**src/rtl/uart_cmd_seq.sv**
```systemverilog
// uart_cmd_seq: assembles two bytes from UART_rx into a 16-bit command
// {high byte, low byte} and presents it until the consumer acknowledges.
// Optional feature macro: CMD_TIMEOUT_EN -- when defined, a partial command
// (high byte received, low byte missing) is discarded after TIMEOUT_CYC
// cycles and a one-cycle timeout pulse is issued. When undefined, the timer
// is not built, timeout is tied low and the block waits indefinitely.
module uart_cmd_seq #(
    parameter logic [15:0] TIMEOUT_CYC = 16'd50000
) (
    input  logic        clk,
    input  logic        rst_n,
    input  logic        rdy,
    input  logic [7:0]  rx_data,
    output logic        clr_rdy,
    input  logic        clr_cmd_rdy,
    output logic [15:0] cmd,
    output logic        cmd_rdy,
    output logic        timeout,
    output logic        overrun
);

    typedef enum logic [1:0] {
        IDLE    = 2'd0,
        WAIT_LO = 2'd1,
        HOLD    = 2'd2
    } state_t;

    state_t state;
    state_t state_next;

    logic load_hi;
    logic load_lo;
    logic clr_cmd;
    logic set_ovr;
    logic clr_ovr;
    logic term_cnt;

    // Every received byte is consumed in the same cycle it is offered;
    // the strobe is forced low while reset is held.
    assign clr_rdy = rdy & rst_n;

    // State register.
    always_ff @(posedge clk or negedge rst_n) begin
        if (!rst_n) begin
            state <= IDLE;
        end else begin
            state <= state_next;
        end
    end

    // Next-state decode plus the datapath enables for each transition.
    always_comb begin
        state_next = state;
        load_hi    = 1'b0;
        load_lo    = 1'b0;
        clr_cmd    = 1'b0;
        set_ovr    = 1'b0;
        clr_ovr    = 1'b0;
        case (state)
            IDLE: begin
                if (rdy) begin
                    load_hi    = 1'b1;
                    state_next = WAIT_LO;
                end
            end
            WAIT_LO: begin
                if (rdy) begin
                    load_lo    = 1'b1;
                    state_next = HOLD;
                end else if (term_cnt) begin
                    state_next = IDLE;
                end
            end
            HOLD: begin
                if (clr_cmd_rdy) begin
                    clr_cmd = 1'b1;
                    if (rdy) begin
                        load_hi    = 1'b1;
                        state_next = WAIT_LO;
                    end else begin
                        clr_ovr    = 1'b1;
                        state_next = IDLE;
                    end
                end else if (rdy) begin
                    set_ovr = 1'b1;
                end
            end
            default: begin
                state_next = IDLE;
            end
        endcase
    end

    // Command register, ready flag and sticky overrun flag.
    always_ff @(posedge clk or negedge rst_n) begin
        if (!rst_n) begin
            cmd     <= 16'h0000;
            cmd_rdy <= 1'b0;
            overrun <= 1'b0;
        end else begin
            if (load_hi) begin
                cmd[15:8] <= rx_data;
            end
            if (load_lo) begin
                cmd[7:0] <= rx_data;
            end
            if (load_lo) begin
                cmd_rdy <= 1'b1;
            end else if (clr_cmd) begin
                cmd_rdy <= 1'b0;
            end
            if (set_ovr) begin
                overrun <= 1'b1;
            end else if (clr_ovr) begin
                overrun <= 1'b0;
            end
        end
    end

`ifdef CMD_TIMEOUT_EN
    logic [15:0] timer;
    logic        timeout_q;

    assign term_cnt = (timer == (TIMEOUT_CYC - 16'd1));
    assign timeout  = timeout_q;

    // Inter-byte timer: runs only while waiting for the low byte and is
    // zero on every entry to WAIT_LO; the byte wins on the terminal cycle.
    always_ff @(posedge clk or negedge rst_n) begin
        if (!rst_n) begin
            timer     <= 16'd0;
            timeout_q <= 1'b0;
        end else begin
            if ((state == WAIT_LO) && (state_next == WAIT_LO)) begin
                timer <= timer + 16'd1;
            end else begin
                timer <= 16'd0;
            end
            timeout_q <= (state == WAIT_LO) && !rdy && term_cnt;
        end
    end
`else
    // No timer: the low byte is awaited forever. The parameter is still
    // referenced so both builds share an identical interface.
    assign term_cnt = 1'b0;
    assign timeout  = (TIMEOUT_CYC == 16'd0) & 1'b0;
`endif

endmodule

```
**config.mk**
```make
export PLATFORM = sky130hd
export DESIGN_NAME = uart_cmd_seq
export DESIGN_NICKNAME = d
export VERILOG_FILES = /design/src/rtl/uart_cmd_seq.sv
export SDC_FILE = /design/constraint.sdc
export NUM_CORES = 1
export LEC_CHECK = 0
export BUFFER_PORTS_ARGS = -buffer_cell sky130_fd_sc_hd__buf_4
export CAP_MARGIN = 0
export CORE_ASPECT_RATIO = 1.2
export CORE_MARGIN = 3
export CORE_UTILIZATION = 40
export CTS_CLUSTER_DIAMETER = 120
export DETAILED_ROUTE_END_ITERATION = 8
export GPL_TIMING_DRIVEN = 0
export PLACE_DENSITY = 0.77
export SKIP_LAST_GASP = 1
export SLEW_MARGIN = 20
export SYNTH_ARGS = -nofsm -noshare
export SYNTH_HDL_FRONTEND = slang
export SYNTH_SLANG_ARGS = --single-unit
```
**constraint.sdc**
```tcl
create_clock -name clk -period 1.1 [get_ports clk]
set_input_delay 0.11 -clock clk [delete_from_list [all_inputs] [get_ports clk]]
set_output_delay 0.11 -clock clk [all_outputs]
set_load 0.005 [all_outputs]
```
==> flow_summary_export.csv <==
group,metric,value,unit
run_status,status,"finished with violations",
run_status,failed_checks,"negative setup slack",
pwr,power,3.14,mW
placement,place_congestion,0.789,
synth,synthDistinctLibCells,13,
sta,final_hold_viol_count,0,
critical_path,startpoint_type,"flip-flop",
synth,synthCells,55,
sta,finalSetupViolations,16,
pwr,power_frac_comb,0.398,
sta,slew_headroom,0.423,
clock_tree,cts_tree,"done",
routing,via_per_inst,4.84,
clock_tree,clk_latency,0.29,ns
global_routing,grt_pass1_wl,2.56,mm
final_layout,diodes,0,
routing,drt-total-wl,1.58,mm
synth,synth_adder_area_share,0,
synth,synthMuxAreaShare,0.251,
global_routing,top_usage_layer,"met2",
final_layout,layout.nets,106,
die,io_pins,32,
global_routing,use_met1,0.162,
global_routing,grt_max_degree,21,
synth,yosys.area_share.simple,0.103,
global_routing,met3_usage,0.0227,
sta,fmax,0.863,GHz
clock_tree,htreeDepth,1,
sta,rsz0062_at_grt,"true",
synth,synth_top_family_by_area,"multiplexers",
sta,clock_skew,0.00373,ns
pwr,pwr_density_cell,2670,nW/um^2
sta,worst_slew_pin_slew,0.863,ns
die,die-area,2680,um^2
global_routing,antenna_found_initial,0,
pwr,switching_share,0.266,
final_layout,drive_gt1_frac,0.634,
routing,drt_iter0_drc,5,
routing,ant_nets,0,
synth,avgSynthCellArea,15.2,um^2
die,die_h,56.2,um
placement,dp_hpwl,1.16,mm
synth,yosysWarnings,0,
critical_path,required,1.29,ns
pwr,p_int,2.30,mW
critical_path,crit_chain,"nor2b_4 -> nand2_4 -> mux2_4",
global_routing,overflow,0,
routing,wl_per_cell,14.1,um
clock_tree,clk_path_buf_depth,2,
sta,min_period_over_period,1.05,
pwr,pwr-share-seq,0.417,
synth,synth-seq-cells,20,
placement,post-place-ws,-0.110,ns
global_routing,grt_usage,0.134,
critical_path,worstSetupStartpoint,"state[1]",
global_routing,grt_pass1_vias,553,
clock_tree,cts_buffers,3,
sta,slew_viol_final,0,
synth,synth_area,838,um^2
clock_tree,clkSlewWorstSetupHoldPaths,0.11,ns
die,core,1910,um^2
critical_path,reg2reg_from,"state[1]",
synth,ys_seq_area_frac,0.597,
synth,synthesis.nets,67,
synth,synth_compound_area_frac,0.0358,
critical_path,cp_max_fo,9,
flow_run,max_cap_viol_count,0,
pwr,vdd_drop_max,1.57,mV
critical_path,path_class,"flip-flop to flip-flop",
hold_path,holdCritStartpoint,"rdy",
sta,fin_ws,-0.0592,ns
final_layout,final_cells,112,
clock_tree,cts_root_buf,"clkbuf_4",
routing,vias,542,
routing,drc,0,
critical_path,cp_data_arrival_time,1.35,ns
hold_path,hp-class,"input pin to flip-flop",
global_routing,gr-usage-met2,0.216,
routing,dr.pass1.iters,2,
critical_path,endpoint_kind,"flip-flop",
placement,place_inst,104,
die,die_w,47.8,um
pwr,clock_power_share,0.184,
critical_path,cpPeakStageDelay,0.45,ns
critical_path,cp_slowest_cell,"dfrtp_2",
final_layout,area_delta_synth_final,40.4,%
sta,fin_crit,1.16,ns
sta,tns,-0.626,ns
pwr,power.switching,0.835,mW
synth,synthXorXnorAreaFrac,0,
clock_tree,cts.sinks,20,
die,num_rows,17,
die,start_util,0.438,
placement,io_buffers,30,
pwr,p_leak,0.592,nW
final timing paths:
kind                                  to  slack [ns]  cells past startpoint
worst max-delay path              cmd[7]       -0.06                      3
worst min-delay path            state[0]        0.04                      2
worst max register to register    cmd[7]       -0.06                      3
worst min register to register   cmd[12]        0.52                      1
max in group asynchronous       state[1]        0.06                      2
min in group asynchronous         cmd[5]        0.46                      2
cells in the final DEF (no fill, tap or decap):
master | netlist | layout
buf_4 | 1 | 33
a21oi_1 | 3 | 3
mux2_2 | 8 | 8
mux2_4 | 8 | 8
clkbuf_4 | 0 | 3
o21ai_0 | 3 | 3
dlygate4sd3_1 | 0 | 2
nor2_1 | 2 | 2
nand2b_1 | 3 | 3
nand2_4 | 2 | 2
nand2_1 | 1 | 1
nor2b_4 | 2 | 2
and2_1 | 1 | 1
conb_1 | 1 | 1
bufinv_16 | 0 | 1
dfrtp_2 | 0 | 2
dfrtp_1 | 20 | 18
cell type report:
| cell class | instances | area (um^2) |
|---|---|---|
| Buffer | 1 | 7.51 |
| Clock buffer | 3 | 22.5 |
| Clock inverter | 1 | 30.0 |
| Fill cell | 156 | 737 |
| Multi-Input combinational cell | 34 | 330 |
| Sequential cell | 20 | 503 |
| Tap cell | 19 | 23.8 |
| Timing Repair Buffer | 34 | 260 |
synthesized netlist by cell type:
| master | instances | area (um^2) |
|---|---|---|
| a21oi_1 | 3 | 15.0 |
| and2_1 | 1 | 6.26 |
| buf_4 | 1 | 7.51 |
| conb_1 | 1 | 3.75 |
| dfrtp_1 | 20 | 500 |
| mux2_2 | 8 | 90.1 |
| mux2_4 | 8 | 120 |
| nand2_1 | 1 | 3.75 |
| nand2_4 | 2 | 22.5 |
| nand2b_1 | 3 | 18.8 |
| nor2_1 | 2 | 7.51 |
| nor2b_4 | 2 | 27.5 |
| o21ai_0 | 3 | 15.0 |
power by group through the flow:
| stage | clock [mW] | combinational, mW | sequential [mW] |
|---|---|---|---|
| after global placement | 0 | 1.19 | 1.31 |
| final | 0.579 | 1.25 | 1.31 |
| after detailed placement | 0 | 1.21 | 1.33 |
| after global routing | 0.643 | 1.36 | 1.36 |
| after floorplan | 0 | 0.567 | 1.33 |
| after CTS | 0.604 | 1.27 | 1.31 |
worst max-delay path: cells and delay by family (launching register included):
| family | cells | cell delay [ns] |
|---|---|---|
| DFF | 1 | 0.45 |
| muxes | 1 | 0.33 |
| and+or+nand+nor | 2 | 0.27 |
kinds of logic (layout without fill, tap and decap cells):
kind of cell    Yosys count  after routing
compound gates            6              6
buf+inv                   1             39
flops                    20             20
mux                      16             16
other cells               1              1
simple gates             11             11
what timing repair did:
action,4_1_cts,5_1_grt
pin swaps,1,0
endpoints found under the setup margin,16,36
endpoints found under the hold margin,21,20
setup buffers,2,0
resized for setup,2,0
hold buffers,2,1
routing by layer:
layer | vias to the layer above | share of wire | routed length (um)
li1 | 261 | - | -
met1 | 261 | 0.39 | 613
met2 | 18 | 0.54 | 856
met3 | 2 | 0.061 | 97
met4 | 0 | 0.0082 | 13
met5 | - | 0 | 0
flip-flops by register name, indices dropped and copies added (netlist names):
| register | cells |
|---|---|
| cmd | 16 |
| cmd_rdy | 1 |
| overrun | 1 |
| state | 2 |
stage by stage:
stage                     hold WS (ns)  utilization  area, um^2
after CTS                       0.0308        0.615        1180
final                           0.0423        0.615        1180
after global placement        0.000983        0.568        1090
after floorplan                 -0.186            -         838
after global routing            0.0243        0.615        1180
after detailed placement       0.00132        0.568        1090
(Power assumes the default switching activity.)
